File: src/rtl/branch_predict_resolve_if.sv
// Fetch-lookup / execute-resolve bundle shared by the branch predictor and the pipeline.
// The master side is the pipeline, the slave side is the predictor.
interface branch_predict_resolve_if #(
  parameter int DataWidth = 32
);
  logic [DataWidth-1:0] f_pc;
  logic                 f_pred_taken;

  logic                 e_valid;
  logic [2:0]           e_func3;
  logic [DataWidth-1:0] e_src1;
  logic [DataWidth-1:0] e_src2;
  logic [DataWidth-1:0] e_pc;
  logic                 e_pred_taken;
  logic                 flush;

  logic                 r_valid;
  logic                 r_taken;
  logic                 r_mispredict;
  logic                 r_illegal;
  logic [31:0]          branch_count;
  logic [31:0]          mispredict_count;

  modport master (
    output f_pc, e_valid, e_func3, e_src1, e_src2, e_pc, e_pred_taken, flush,
    input  f_pred_taken, r_valid, r_taken, r_mispredict, r_illegal,
           branch_count, mispredict_count
  );

  modport slave (
    input  f_pc, e_valid, e_func3, e_src1, e_src2, e_pc, e_pred_taken, flush,
    output f_pred_taken, r_valid, r_taken, r_mispredict, r_illegal,
           branch_count, mispredict_count
  );
endinterface

File: src/rtl/branch_predict_resolve.sv
// Bimodal branch predictor (2-bit saturating counters) with execute-stage branch
// resolution, registered result flags and saturating performance counters.
module branch_predict_resolve #(
  parameter int DataWidth  = 32,
  parameter int BhtEntries = 64,
  parameter int IdxLsb     = 2
) (
  input  logic                    clk,
  input  logic                    reset,
  branch_predict_resolve_if.slave bp
);
  localparam int          IdxW   = $clog2(BhtEntries);
  localparam logic [31:0] CntMax = 32'hFFFF_FFFF;

  typedef struct packed {
    logic valid;
    logic taken;
    logic mispredict;
    logic illegal;
  } res_t;

  logic [1:0]      bht_q [BhtEntries];
  logic [IdxW-1:0] f_idx;
  logic [IdxW-1:0] e_idx;
  logic            accept;
  logic            legal;
  logic            cond;
  logic            upd;
  logic [1:0]      ctr_cur;
  logic [1:0]      ctr_nxt;
  res_t            res_d;
  res_t            res_q;
  logic [31:0]     bc_q;
  logic [31:0]     mc_q;
  logic            unused_pc_bits;

  assign f_idx = bp.f_pc[IdxLsb +: IdxW];
  assign e_idx = bp.e_pc[IdxLsb +: IdxW];
  assign unused_pc_bits = ^{bp.f_pc, bp.e_pc};

  // Lookup reads the table as it stands before this edge's update (no bypass).
  assign bp.f_pred_taken = bht_q[f_idx][1];

  always_comb begin
    cond  = 1'b0;
    legal = 1'b1;
    unique case (bp.e_func3)
      3'b000:  cond = (bp.e_src1 == bp.e_src2);
      3'b001:  cond = (bp.e_src1 != bp.e_src2);
      3'b100:  cond = ($signed(bp.e_src1) <  $signed(bp.e_src2));
      3'b101:  cond = ($signed(bp.e_src1) >= $signed(bp.e_src2));
      3'b110:  cond = (bp.e_src1 <  bp.e_src2);
      3'b111:  cond = (bp.e_src1 >= bp.e_src2);
      default: legal = 1'b0;
    endcase
  end

  assign accept = bp.e_valid & ~bp.flush;
  assign upd    = accept & legal;

  always_comb begin
    res_d = '0;
    if (accept) begin
      res_d.valid      = 1'b1;
      res_d.illegal    = ~legal;
      res_d.taken      = legal & cond;
      res_d.mispredict = legal & (cond ^ bp.e_pred_taken);
    end
  end

  assign ctr_cur = bht_q[e_idx];

  always_comb begin
    ctr_nxt = ctr_cur;
    if (cond) begin
      if (ctr_cur != 2'b11) ctr_nxt = ctr_cur + 2'd1;
    end else begin
      if (ctr_cur != 2'b00) ctr_nxt = ctr_cur - 2'd1;
    end
  end

  always_ff @(posedge clk or posedge reset) begin
    if (reset) begin
      for (int i = 0; i < BhtEntries; i++) bht_q[i] <= 2'b01;
      res_q <= '0;
      bc_q  <= '0;
      mc_q  <= '0;
    end else begin
      res_q <= res_d;
      if (upd) begin
        bht_q[e_idx] <= ctr_nxt;
        if (bc_q != CntMax) bc_q <= bc_q + 32'd1;
        if (res_d.mispredict && (mc_q != CntMax)) mc_q <= mc_q + 32'd1;
      end
    end
  end

  assign bp.r_valid          = res_q.valid;
  assign bp.r_taken          = res_q.taken;
  assign bp.r_mispredict     = res_q.mispredict;
  assign bp.r_illegal        = res_q.illegal;
  assign bp.branch_count     = bc_q;
  assign bp.mispredict_count = mc_q;
endmodule

File: src/flat_wrapper.sv
// flat-port wrapper written by rule: the top's interface ports become plain ports
module branch_predict_resolve_flat 
#(
  parameter int DataWidth  = 32,
  parameter int BhtEntries = 64,
  parameter int IdxLsb     = 2
)
  (clk, reset, bp_f_pc, bp_e_valid, bp_e_func3, bp_e_src1, bp_e_src2, bp_e_pc, bp_e_pred_taken, bp_flush, bp_f_pred_taken, bp_r_valid, bp_r_taken, bp_r_mispredict, bp_r_illegal, bp_branch_count, bp_mispredict_count);
  branch_predict_resolve_if #(.DataWidth(DataWidth)) bp_i ();
  input  logic clk;
  input  logic reset;
  input wire logic [$bits(bp_i.f_pc)-1:0] bp_f_pc;
  input wire logic [$bits(bp_i.e_valid)-1:0] bp_e_valid;
  input wire logic [$bits(bp_i.e_func3)-1:0] bp_e_func3;
  input wire logic [$bits(bp_i.e_src1)-1:0] bp_e_src1;
  input wire logic [$bits(bp_i.e_src2)-1:0] bp_e_src2;
  input wire logic [$bits(bp_i.e_pc)-1:0] bp_e_pc;
  input wire logic [$bits(bp_i.e_pred_taken)-1:0] bp_e_pred_taken;
  input wire logic [$bits(bp_i.flush)-1:0] bp_flush;
  output wire logic [$bits(bp_i.f_pred_taken)-1:0] bp_f_pred_taken;
  output wire logic [$bits(bp_i.r_valid)-1:0] bp_r_valid;
  output wire logic [$bits(bp_i.r_taken)-1:0] bp_r_taken;
  output wire logic [$bits(bp_i.r_mispredict)-1:0] bp_r_mispredict;
  output wire logic [$bits(bp_i.r_illegal)-1:0] bp_r_illegal;
  output wire logic [$bits(bp_i.branch_count)-1:0] bp_branch_count;
  output wire logic [$bits(bp_i.mispredict_count)-1:0] bp_mispredict_count;
  assign bp_i.f_pc = bp_f_pc;
  assign bp_i.e_valid = bp_e_valid;
  assign bp_i.e_func3 = bp_e_func3;
  assign bp_i.e_src1 = bp_e_src1;
  assign bp_i.e_src2 = bp_e_src2;
  assign bp_i.e_pc = bp_e_pc;
  assign bp_i.e_pred_taken = bp_e_pred_taken;
  assign bp_i.flush = bp_flush;
  assign bp_f_pred_taken = bp_i.f_pred_taken;
  assign bp_r_valid = bp_i.r_valid;
  assign bp_r_taken = bp_i.r_taken;
  assign bp_r_mispredict = bp_i.r_mispredict;
  assign bp_r_illegal = bp_i.r_illegal;
  assign bp_branch_count = bp_i.branch_count;
  assign bp_mispredict_count = bp_i.mispredict_count;
  branch_predict_resolve #(.DataWidth(DataWidth), .BhtEntries(BhtEntries), .IdxLsb(IdxLsb)) u_core (.clk(clk), .reset(reset), .bp(bp_i));
endmodule
File: config.mk
export PLATFORM = sky130hd
export DESIGN_NAME = branch_predict_resolve_flat
export DESIGN_NICKNAME = d
export VERILOG_FILES = /design/src/rtl/branch_predict_resolve_if.sv /design/src/rtl/branch_predict_resolve.sv /design/src/flat_wrapper.sv
export SDC_FILE = /design/constraint.sdc
export NUM_CORES = 1
export LEC_CHECK = 0
export BUFFER_PORTS_ARGS = -buffer_cell sky130_fd_sc_hd__buf_2
export CORE_AREA = 4 4 188 135
export DETAILED_ROUTE_END_ITERATION = 16
export DIE_AREA = 0 0 192 139
export PLACE_DENSITY_LB_ADDON = 0.2
export SLEW_MARGIN = 20
export SYNTH_ARGS = -nofsm -noshare
export SYNTH_HDL_FRONTEND = slang
export SYNTH_SLANG_ARGS = --single-unit
File: constraint.sdc
create_clock -name clk -period 15.2 [get_ports clk]
set_input_delay 1.52 -clock clk [delete_from_list [all_inputs] [get_ports clk]]
set_output_delay 1.52 -clock clk [all_outputs]
set_load 0.02 [all_outputs]
==> results of run 1 <==
[stage by stage]
stage                     cell area [µm²]  total power [mW]  instances  hold WS [ps]  utilization (%)
after floorplan                     10500             0.754        993           464                -
after global placement              11600             0.823       1430           469             49.4
after detailed placement            11600             0.827       1430           479             49.4
after CTS                           12200              1.29       1462           492             51.9
after global routing                12200              1.34       1462           518             51.9
final                               12200              1.28       1462           490             51.9
[worst reg2reg max path, cell delays in order (launching register included)]
cell	delay, ps
dfrtp_1	460
nand4_1	180
or4_1	550
nor4_1	280
and4_1	280
and4_1	270
a21oi_1	170
and4_1	420
and4_1	290
xor2_1	140
[registers in the layout (all words and copies together) (netlist names)]
name,count
u_core.bht_q,128
u_core.bp.r_illegal,1
u_core.bp.r_mispredict,1
u_core.bp.mispredict_count,32
u_core.bp.branch_count,32
u_core.bp.r_taken,1
u_core.bp.r_valid,1
[cells in the final DEF (no fill, tap or decap), drive strengths merged, types with 5 or more instances in the layout]
cell type  instances
nand4             24
and2               6
ha                34
a22oi             38
nor4               7
a22o              13
nor3              24
a31oi             13
nor2             120
dfstp             64
mux2              65
and4               9
clkinv             5
nand2             79
xnor2             37
o21ai             20
nand3             38
a221oi            13
buf              163
inv               47
a21oi             70
dfrtp            132
clkbuf            20
and3              13
xor2              26
mux4              21
[synth_stat cells (all sizes together) (6+ instances only)]
library cell  instances
and3                 13
nor2                120
and2                  6
nor3                 24
dfrtp               132
nor4                  7
a31oi                13
inv                  44
and4                  9
nand2                79
a221oi               13
mux2                 65
a21oi                70
o21ai                20
nand4                24
ha                   34
xnor2                37
clkbuf               26
mux4                 21
a22o                 13
a22oi                38
buf                  18
dfstp                64
xor2                 26
nand3                38
[routing by layer]
layer  up-vias  global-route usage (%)  part of all wire, %
met2       265                    30.6                   44
met5         -                       0                    0
met1      4015                    32.0                   48
li1       3850                       -                    -
met3        24                    4.50                  6.8
met4         0                    4.91                  1.1
[final cells by class]
type                    count  area share, %
inverters                  44           1.42
well taps                 318           3.26
flip-flops and latches    196           40.9
clock inverters            12           1.21
multi-input cells         709           42.6
clock buffers              20           3.66
repair buffers            163           6.95
[worst paths after layout]
check / start / end / slack [ps] / depth (start not counted)
setup / recovery: bp_f_pc[2] / bp_f_pred_taken / 9890 / 5
hold / removal: u_core.bp.branch_count[25] / u_core.bp.branch_count[25] / 490 / 1
setup reg to reg: u_core.bp.branch_count[3] / u_core.bp.branch_count[29] / 12060 / 9
hold reg to reg: u_core.bp.branch_count[25] / u_core.bp.branch_count[25] / 490 / 1
max in group asynchronous: reset / u_core.bht_q[43] / 12810 / 3
min in group asynchronous: reset / u_core.bp.mispredict_count[6] / 1190 / 2
[power breakdown]
part / total [mW] / internal [mW] / switching, mW
Combinational: 0.203 / 0.0793 / 0.124
Clock: 0.465 / 0.251 / 0.214
Sequential: 0.616 / 0.574 / 0.0413
Total: 1.28 / 0.904 / 0.379
[kinds of logic after synthesis]
group,Yosys count,synth area share [%]
adders and majority gates,35,4.15
and+or+nand+nor,343,17.2
muxes,87,11.5
DFF,196,47.3
AOI/OAI and AO/OA,181,11.1
buffers and inverters,88,3.43
xor gates and xnor gates,63,5.24
==> impl_metrics.py, run 1 <==
metrics = {
    "clocking": {
        "cts_hold_buf": 0,
        "cts_buffers": 17,
        "cts_tree": "done",
        "htreeDepth": 4,
        "ctsResizeCount": 0,
        "ctsLongestPathBuffers": 2,
        "clock_latency_ps": 440,
        "cts_sinks": 196,
        "post-cts-setup-buffers": 0,
        "cts_root_buffer": "clkbuf_16",
        "clkTransAtPathRegs_ps": 70,
    },
    "timing": {
        "post-route-period-util_pct": 34.9,
        "post-route-min-period_ps": 5310,
        "maxSlewViolCount": 0,
        "setup_slack_ps": 9890,
        "timing.setup.tns_ps": 0,
        "timing.slew.headroom_pct": 29.6,
        "setup_viol": 0,
        "rsz0062_at_grt": "false",
        "hold_violations": 0,
        "skew_ps": 13.8,
        "tightest_slew_ps": 1060,
        "fmax_mhz": 188,
    },
    "global_routing": {
        "grt_pass1_wl_mm": 44.6,
        "grt_max_degree": 114,
        "grt_pass1_vias": 8098,
        "overflow": 0,
        "antenna_found_initial": 0,
        "track_usage_pct": 21.0,
    },
    "drt": {
        "avgViaCountPerCell": 5.58,
        "vias": 8154,
        "drt.antenna.violating_nets": 0,
        "drtIter0Drc": 595,
        "drc": 0,
        "wl_per_cell_um": 19.0,
        "routed_wl_mm": 27.7,
        "dr.pass1.iters": 5,
    },
    "layout": {
        "multi_input_area_um2": 5190,
        "fin_nets": 1301,
        "regArea_um2": 4980,
        "fillerInstances": 2116,
        "syn2layout_area_growth_pct": 15.8,
        "antenna_cells": 0,
        "drive_gt1_share_pct": 33.5,
    },
    "logic_synthesis": {
        "synth.net_count": 1163,
        "synth_top_area_share_pct": 31.4,
        "syn-instance-count": 993,
        "ys_seq_elements": 196,
        "yosysWarnings": 0,
        "synth-edff-count": 0,
        "synth-main-ff-cell": "dfrtp_1",
        "syn_area_um2": 10500,
        "post-synth-top-area-cell": "dfrtp_1",
        "async_reset_ff_share_pct": 100,
        "yosysSeqAreaShare_pct": 47.3,
        "synth_cell_types": 64,
        "synth_area_leaders": "dfrtp_1 (31%), dfstp_2 (16%), mux2_2 (7.0%)",
        "syn_avg_cell_area_um2": 10.6,
    },
    "critical_path": {
        "endpoint_kind": "primary output",
        "critPathTopFamily": "multiplexers",
        "crit_chain": "buf_2, mux4_2, mux4_2, mux4_2, buf_2",
        "cpMostUsedCell": "mux4_2",
        "critPathArrivalTime_ps": 3790,
        "cp_data_required_time_ps": 13680,
        "crit_type": "in2out",
        "worstPathMaxFanout": 16,
        "path_buf_inv": 2,
        "startpoint_type": "input port",
        "critPathMaxStageDelay_ps": 630,
        "slowest_stage": "mux4_2",
    },
    "die": {
        "design.portCount": 205,
        "dieArea_um2": 26700,
        "start_util_pct": 44.9,
        "core_um2": 23500,
        "num_rows": 47,
        "die_h_um": 139,
        "fp.dieW_um": 192,
    },
    "run": {
        "drv_cap": 0,
    },
    "pwr": {
        "powerDensity_nw_per_um2": 105,
        "p_leak_nw": 5.50,
        "vdd_drop_max_v": 0.0000832,
    },
    "place": {
        "numPortBuffers": 152,
        "place_ws_ps": 9870,
        "place_hpwl_mm": 18.4,
        "gp_congestion": 0.816,
    },
    "min_path": {
        "hold_path_class": "reg2reg",
    },
    "status": {
        "status": "completed",
    },
}
(Power assumes the default switching activity.)
==> inputs of run 2 (changes only) <==
==> constraint.sdc (replaced) <==
create_clock -name clk -period 5.3 [get_ports clk]
set_input_delay 0.53 -clock clk [delete_from_list [all_inputs] [get_ports clk]]
set_output_delay 0.53 -clock clk [all_outputs]
set_load 0.02 [all_outputs]
==> impl_metrics.py, run 2 (synthesized netlist as in run 1, its figures left out) <==
metrics = {
    "timing": {
        "tightest_slew_ps": 965,
        "timing.setup.tns_ps": 0,
        "setup_viol": 0,
        "timing.slew.headroom_pct": 35.4,
        "skew_ps": 12.5,
        "hold_violations": 0,
        "rsz0062_at_grt": "false",
        "post-route-min-period_ps": 3540,
        "fmax_mhz": 282,
        "post-route-period-util_pct": 66.8,
        "maxSlewViolCount": 0,
    },
    "layout": {
        "final_common_cell": "buf_2",
        "largest_reg_flops": 128,
        "final_cell_mix": "buf_2 (152), dfrtp_1 (132), nor2_1 (119)",
        "drive_gt1_share_pct": 33.8,
        "finalInstanceArea_um2": 12300,
        "regMostFlops": "u_core.bht_q",
        "antenna_cells": 0,
        "stdcell_count": 1468,
        "syn2layout_area_growth_pct": 16.6,
        "multi_input_area_um2": 5190,
        "regArea_um2": 4980,
        "post-route-util_pct": 52.3,
        "fillerInstances": 2124,
        "fin_nets": 1307,
    },
    "drt": {
        "wl_per_cell_um": 18.6,
        "dr.pass1.iters": 5,
        "drc": 0,
        "avgViaCountPerCell": 5.58,
        "routed_wl_mm": 27.3,
        "vias": 8194,
        "drt.antenna.violating_nets": 0,
        "drtIter0Drc": 568,
    },
    "place": {
        "place_hpwl_mm": 19.0,
        "dpl_cell_area_um2": 11600,
        "placed_cells": 1436,
        "gp_congestion": 0.837,
        "numPortBuffers": 152,
    },
    "clocking": {
        "clkTransAtPathRegs_ps": 70,
        "ctsResizeCount": 0,
        "htreeDepth": 4,
        "cts_sinks": 196,
        "cts_tree": "done",
        "post-cts-setup-buffers": 0,
        "ctsLongestPathBuffers": 2,
        "clock_latency_ps": 440,
        "cts_root_buffer": "clkbuf_16",
        "cts_buffers": 17,
        "cts_hold_buf": 0,
    },
    "global_routing": {
        "grt_pass1_vias": 8062,
        "track_usage_pct": 20.6,
        "antenna_found_initial": 0,
        "grt_max_degree": 142,
        "overflow": 0,
        "grt_pass1_wl_mm": 43.9,
    },
    "pwr": {
        "vdd_drop_max_v": 0.000229,
        "p_leak_nw": 5.55,
        "powerDensity_nw_per_um2": 305,
    },
    "die": {
        "die_h_um": 139,
        "dieArea_um2": 26700,
        "start_util_pct": 44.9,
        "design.portCount": 205,
        "core_um2": 23500,
        "fp.dieW_um": 192,
        "num_rows": 47,
    },
    "critical_path": {
        "crit_type": "in2reg",
        "worstPathMaxFanout": 64,
        "startpoint_type": "input port",
        "cp_data_required_time_ps": 5670,
        "endpoint_kind": "flip-flop",
        "critPathArrivalTime_ps": 3910,
    },
    "run": {
        "drv_cap": 0,
    },
    "status": {
        "status": "completed",
    },
    "min_path": {
        "hold_path_class": "in2async",
    },
}
[run 2: layer usage]
layer  vias to the layer above  GRT usage (%)  part of all wire [%]
met5                         -              0                     0
met4                         0           4.43                   1.4
met3                        33           6.06                   8.9
met2                       314           29.2                    42
met1                      3984           31.4                    48
li1                       3863              -                     -
[run 2: area by class of cell]
class | instances | share of cell area (%)
clock buffer | 21 | 3.75
clock inverter | 11 | 1.39
inverter | 44 | 1.38
multi-input combinational | 709 | 42.3
sequential | 196 | 40.6
tap | 318 | 3.24
timing repair buffer | 169 | 7.34
[run 2: worst max-delay path, cell delays in order]
cell,delay (ps)
buf_2,70
inv_1,30
ha_1,420
nand4_4,180
nor4_4,280
nand3_2,150
and3_1,210
a31o_1,210
a311o_1,410
nor3_4,340
maj3_2,240
buf_4,490
mux2_2,280
[run 2: metrics by stage]
step | power, mW | setup slack, ps | hold WS (ps)
2_1_floorplan | 2.16 | 1760 | 464
3_3_place_gp | 2.36 | 1350 | 469
3_5_place_dp | 2.37 | 1320 | 474
4_1_cts | 3.78 | 1760 | 358
5_1_grt | 3.92 | 1560 | 374
6_report | 3.75 | 1760 | 284
[run 2: report_power, final]
part           internal, mW  switching [mW]  total, mW
clock                 0.819           0.583       1.40
combinational         0.230           0.350      0.581
sequential             1.65           0.116       1.76
[run 2: path summary, 6_finish.rpt]
path                                          startpoint                            end  slack (ps)  cells after the start
hold / removal                                     reset      u_core.bp.branch_count[8]         280                      3
setup / recovery                           bp_e_src2[31]               u_core.bht_q[32]        1760                     13
setup reg to reg               u_core.bp.branch_count[3]     u_core.bp.branch_count[29]        2150                      9
max in group asynchronous                          reset              u_core.bht_q[119]        4400                      3
hold reg to reg            u_core.bp.mispredict_count[7]  u_core.bp.mispredict_count[7]         490                      1
min in group clk                         bp_e_pred_taken         u_core.bp.r_mispredict         380                      3
